`config.mk`:
```
export PLATFORM = sky130hd
export DESIGN_NAME = bp_be_late_wb_arb
export DESIGN_NICKNAME = d
export VERILOG_FILES = /design/src/rtl/bp_be_late_wb_arb.sv
export SDC_FILE = /design/constraint.sdc
export NUM_CORES = 1
export LEC_CHECK = 0
export CORE_MARGIN = 4
export CORE_UTILIZATION = 45
export CTS_CLUSTER_DIAMETER = 30
export DETAILED_ROUTE_END_ITERATION = 12
export PLACE_DENSITY = 0.71
export RECOVER_POWER = 50
export REMOVE_ABC_BUFFERS = 1
export SLEW_MARGIN = 30
export SYNTH_ARGS = -nofsm -noshare
export SYNTH_HDL_FRONTEND = slang
export SYNTH_SLANG_ARGS = --single-unit
```
`constraint.sdc`:
```
create_clock -name clk_i -period 13.2 [get_ports clk_i]
set_input_delay 3.3 -clock clk_i [delete_from_list [all_inputs] [get_ports clk_i]]
set_output_delay 3.3 -clock clk_i [all_outputs]
set_load 0.01 [all_outputs]
```
`src/rtl/bp_be_late_wb_arb.sv`:
```
// bp_be_late_wb_arb
//   Merges late integer writeback packets from the memory pipe (D$ late load)
//   and the long-latency pipe onto the single late write port of the integer
//   register file. Each producer is decoupled by a small circular FIFO and the
//   two FIFO heads are served round-robin. Packets are carried opaquely.
//
//   The packet width is a parameter so the block stands alone. Set it to the
//   bp_be_wb_pkt_s width of the target processor configuration.

// Per-source FIFO: registered storage, no flow-through and no full-bypass.
module bp_be_late_wb_fifo
  #(parameter int unsigned pkt_width_p = 77
  , parameter int unsigned els_p       = 2
  )
  (input  logic                   clk_i
  , input  logic                   reset_n_i
  , input  logic [pkt_width_p-1:0] pkt_i
  , input  logic                   v_i
  , output logic                   yumi_o
  , input  logic                   deq_i
  , output logic [pkt_width_p-1:0] head_o
  , output logic                   empty_o
  , output logic                   full_o
  );

  // Pointer width follows the depth; depth is a power of two so pointers wrap naturally.
  localparam int unsigned ptr_w_lp = (els_p > 1) ? $clog2(els_p) : 1;
  localparam int unsigned cnt_w_lp = $clog2(els_p + 1);

  logic [pkt_width_p-1:0] mem_r [els_p];
  logic [ptr_w_lp-1:0]    rptr_r;
  logic [ptr_w_lp-1:0]    wptr_r;
  logic [cnt_w_lp-1:0]    count_r;
  logic                   enq_s;
  logic                   deq_s;

  assign full_o  = (count_r == cnt_w_lp'(els_p));
  assign empty_o = (count_r == cnt_w_lp'(0));

  // Accept only when not full; a dequeue in the same cycle does not free a slot early.
  // Gating with reset keeps the handshake quiet while reset is held.
  assign yumi_o = v_i & ~full_o & reset_n_i;
  assign enq_s  = yumi_o;
  assign deq_s  = deq_i & ~empty_o;

  assign head_o = mem_r[rptr_r];

  // Packet storage; contents are meaningless unless covered by the occupancy count.
  always_ff @(posedge clk_i) begin
    if (enq_s) begin
      mem_r[wptr_r] <= pkt_i;
    end
  end

  // Pointer and occupancy bookkeeping; simultaneous enqueue and dequeue leave the count unchanged.
  always_ff @(posedge clk_i or negedge reset_n_i) begin
    if (!reset_n_i) begin
      rptr_r  <= '0;
      wptr_r  <= '0;
      count_r <= '0;
    end else begin
      if (enq_s) begin
        wptr_r <= wptr_r + ptr_w_lp'(1);
      end
      if (deq_s) begin
        rptr_r <= rptr_r + ptr_w_lp'(1);
      end
      case ({enq_s, deq_s})
        2'b10:   count_r <= count_r + cnt_w_lp'(1);
        2'b01:   count_r <= count_r - cnt_w_lp'(1);
        default: count_r <= count_r;
      endcase
    end
  end

endmodule

// Two-source round-robin late writeback arbiter.
module bp_be_late_wb_arb
  #(parameter int unsigned fifo_els_p     = 2
  , parameter int unsigned wb_pkt_width_p = 77
  , localparam int unsigned wb_pkt_width_lp = wb_pkt_width_p
  )
  (input  logic                       clk_i
  , input  logic                       reset_n_i

  , input  logic [wb_pkt_width_lp-1:0] mem_pkt_i
  , input  logic                       mem_v_i
  , output logic                       mem_yumi_o

  , input  logic [wb_pkt_width_lp-1:0] long_pkt_i
  , input  logic                       long_v_i
  , output logic                       long_yumi_o

  , output logic [wb_pkt_width_lp-1:0] iwb_pkt_o
  , output logic                       iwb_v_o
  , input  logic                       iwb_ready_i

  , output logic                       pending_o
  , output logic                       mem_full_o
  , output logic                       long_full_o
  );

  logic [wb_pkt_width_lp-1:0] mem_head_s;
  logic [wb_pkt_width_lp-1:0] long_head_s;
  logic                       mem_empty_s;
  logic                       long_empty_s;
  logic                       mem_full_s;
  logic                       long_full_s;
  logic                       mem_deq_s;
  logic                       long_deq_s;
  logic                       grant_long_s;
  logic                       xfer_s;
  logic                       last_r;   // 0 = mem served last, 1 = long served last

  bp_be_late_wb_fifo
    #(.pkt_width_p(wb_pkt_width_lp)
    , .els_p      (fifo_els_p)
    )
    mem_fifo
    (.clk_i    (clk_i)
    , .reset_n_i(reset_n_i)
    , .pkt_i    (mem_pkt_i)
    , .v_i      (mem_v_i)
    , .yumi_o   (mem_yumi_o)
    , .deq_i    (mem_deq_s)
    , .head_o   (mem_head_s)
    , .empty_o  (mem_empty_s)
    , .full_o   (mem_full_s)
    );

  bp_be_late_wb_fifo
    #(.pkt_width_p(wb_pkt_width_lp)
    , .els_p      (fifo_els_p)
    )
    long_fifo
    (.clk_i    (clk_i)
    , .reset_n_i(reset_n_i)
    , .pkt_i    (long_pkt_i)
    , .v_i      (long_v_i)
    , .yumi_o   (long_yumi_o)
    , .deq_i    (long_deq_s)
    , .head_o   (long_head_s)
    , .empty_o  (long_empty_s)
    , .full_o   (long_full_s)
    );

  // Grant: a lone nonempty source wins; on a tie the source not served last wins.
  always_comb begin
    grant_long_s = 1'b0;
    if (!mem_empty_s && !long_empty_s) begin
      grant_long_s = ~last_r;
    end else if (!long_empty_s) begin
      grant_long_s = 1'b1;
    end else begin
      grant_long_s = 1'b0;
    end
  end

  // Output mux: the granted head; the grant may move while the port is stalled.
  always_comb begin
    iwb_pkt_o = mem_head_s;
    if (grant_long_s) begin
      iwb_pkt_o = long_head_s;
    end else begin
      iwb_pkt_o = mem_head_s;
    end
  end

  assign iwb_v_o     = ~mem_empty_s | ~long_empty_s;
  assign xfer_s      = iwb_v_o & iwb_ready_i;
  assign mem_deq_s   = xfer_s & ~grant_long_s;
  assign long_deq_s  = xfer_s &  grant_long_s;

  assign pending_o   = ~mem_empty_s | ~long_empty_s;
  assign mem_full_o  = mem_full_s;
  assign long_full_o = long_full_s;

  // Round-robin history: updated only on a completed transfer; reset favours mem on the first tie.
  always_ff @(posedge clk_i or negedge reset_n_i) begin
    if (!reset_n_i) begin
      last_r <= 1'b1;
    end else if (xfer_s) begin
      last_r <= grant_long_s;
    end else begin
      last_r <= last_r;
    end
  end

endmodule

```
==> metrics.cfg <==
[synth]
synth_top_family_by_area=multiplexers
syn_area_um2=12220
yosysSeqAreaShare_pct=77.54
synthSimpleGateAreaFrac_pct=0.6553
synth.distinct_cells=23
synth.ff_latch_count=317
synth_area_per_cell_um2=20.03
synth-compound-area-share_pct=0.2662
synth_xor_area_share_pct=0.7168
synth_fa_ha_area_share_pct=0.2048
synth_mux_area_share_pct=18.92
yosys_warnings=0
syn_inst=610

[pwr]
ir_drop_mv=0.1700
internal-power_mw=2.930
switchingPower_mw=1.143
swShare_pct=28.06
combPwrFrac_pct=30.1
finalPower_mw=4.073
p_leak_nw=6.369
p_seq_share_pct=33.9
power_density_nw_per_um2=240.3
pwr-share-clk_pct=36.1

[clocking]
cts_tree=done
clk_pin_slew_ns=0.05
clock_latency_ns=0.54
h-tree-depth=2
cts_sinks=317
ctsResizeCount=0
postCtsHoldBufs=0
cts_buffers=56
cts.path.max_buffers=3
cts_root_buffer=clkbuf_16
cts_setup_buffers=0

[worst_setup_path]
critPathMaxFanout=11
critPathArrivalTime_ns=4.97
crit_path_top_delay_cell=dlygate4sd3_1
cp-start-kind=input pin
max_stage_delay_ns=0.82
rrSetupSlack_ns=9.12
path_class=input pin to output pin
endpoint_kind=output pin
critical_path_required_ns=9.90
path_cells=dlygate4sd3_1 -> and3_1 -> clkdlybuf4s50_1

[placed_design]
routabilityCongestion=0.7166
dp_hpwl_mm=15.51
io_buffers=241
dp_cells=1173

[detailed_routing]
antenna_left=0
wl_per_cell_um=20.00
first_pass_iters=4
post_drt_via_cell_ratio=5.042
drc=0
drt_iter0_drc=397
via_count=6459
drt_wl_total_mm=25.62

[sta]
whs_ns=0.5259
setup_viol=0
fin_skew_ns=0.02160
fin_setup_tns_ns=0
worst_pin_slew_ns=2.769
fin_crit_ns=8.273
maxSlewHeadroom_pct=-84.62
drv_slew=38
fmax_mhz=120.9
hold_violations=0
period_share_pct=62.67
rsz0062_at_grt=false

[global_routing]
grtUsageTotal_pct=16.87
grt_pass1_wl_mm=39.74
grt_max_degree=52
antenna_found_initial=12
grt_pass1_vias=7150
overflow=0

[floorplanning]
ios=242
core_um2=26800
die_h_um=172.8
rows=60
dieArea_um2=29850
start_util_pct=45.59
die_width_um=172.8

[cells_and_area]
nNetsFinal=1051
n_fill_cell=1937
drive_above_1_share_pct=11.46
final_util_pct=63.23
multiInputGateArea_um2=2562
final_cell_mix=edfxtp_1 (308), mux2i_1 (231), dlygate4sd3_1 (156), clkdlybuf4s50_1 (85), clkbuf_16 (57)
seq_area_um2=9483
mostFrequentLayoutCell=edfxtp_1
fin_cells=1281
synthToLayoutAreaGrowth_pct=38.69

[hold_path]
holdCritPathClass=register to register

[job]
drv_cap=1

[outcome]
outcome=finished, violations left
violations=max-capacitance violations, max-slew violations

==> worst paths after layout <==
kind / from / to / cells past startpoint
max reg2reg: long_fifo.count_r[0] / long_fifo.mem_r[1][65] / 4
min in group asynchronous: reset_n_i / long_fifo.count_r[0] / 1
min reg2reg: last_r / last_r / 1
max: reset_n_i / mem_yumi_o / 3
min: last_r / last_r / 1
max in group asynchronous: reset_n_i / long_fifo.rptr_r / 1
==> cell families after synthesis <==
| family | after synthesis |
|---|---|
| fa+ha+maj | 2 |
| simple gates | 14 |
| flops | 317 |
| buf+inv | 32 |
| xor+xnor | 10 |
| mux | 231 |
| compound gates | 4 |
==> registers in the layout, indices dropped and copies added, names as in the netlist <==
register and flops:
mem_fifo.count_r 2, long_fifo.count_r 2, long_fifo.rptr_r 1, mem_fifo.wptr_r 1, long_fifo.wptr_r 1, long_fifo.mem_r 154
last_r 1, mem_fifo.rptr_r 1, mem_fifo.mem_r 154
==> through the flow <==
step,setup slack (ns),instance area (um^2)
5_1_grt,4.808,16940
3_5_place_dp,4.959,14970
3_3_place_gp,4.999,14970
6_report,4.927,16950
4_1_cts,4.938,16930
2_1_floorplan,5.849,12030
==> cell type report <==
class                      instances  share of cell area, %
clock buffer                      61                  8.506
multi-input combinational        261                  15.12
sequential                       317                  55.96
inverter                           4                0.08860
timing repair buffer             250                  14.63
tap                              341                  2.518
clock inverter                    41                  3.086
antenna                            6                0.08860
==> worst max-delay path, delay by kind of cell <==
kind / cells / cell delay [ns]
buffers and inverters: 2 / 1.38
AND/OR/NAND/NOR: 1 / 0.29
==> power groups by stage <==
| stage | sequential (mW) | combinational, mW | clock [mW] |
|---|---|---|---|
| 2_1_floorplan | 1.41 | 0.710 | 0 |
| 3_3_place_gp | 1.39 | 1.25 | 0 |
| 3_5_place_dp | 1.40 | 1.26 | 0 |
| 4_1_cts | 1.38 | 1.26 | 1.50 |
| 5_1_grt | 1.40 | 1.31 | 1.55 |
| 6_report | 1.38 | 1.22 | 1.47 |
==> per-layer routing <==
metal	global-route usage [%]	vias up	share of wire (%)
met4	5.587	12	2.4
met5	0	-	0.22
met3	4.985	63	7.1
li1	-	2993	-
met1	20.78	3167	41
met2	28.80	224	49
==> cell usage after synthesis, drive strengths merged <==
master / instances / area, um^2
edfxtp: 308 / 9249
mux2i: 231 / 2312
buf: 27 / 183.9
dfrtp: 8 / 200.2
xnor2: 6 / 52.55
nor2: 5 / 18.77
inv: 4 / 15.01
xor2: 4 / 35.03
and2: 2 / 12.51
and3: 2 / 12.51
ha: 2 / 25.02
nand2b: 2 / 12.51
o21ai: 2 / 13.76
a21o: 1 / 7.510
and3b: 1 / 8.760
clkbuf: 1 / 7.510
dfstp: 1 / 26.28
nand2: 1 / 3.750
o221a: 1 / 11.26
or4: 1 / 11.26
Note: power is estimated with default switching activity, not from simulation.
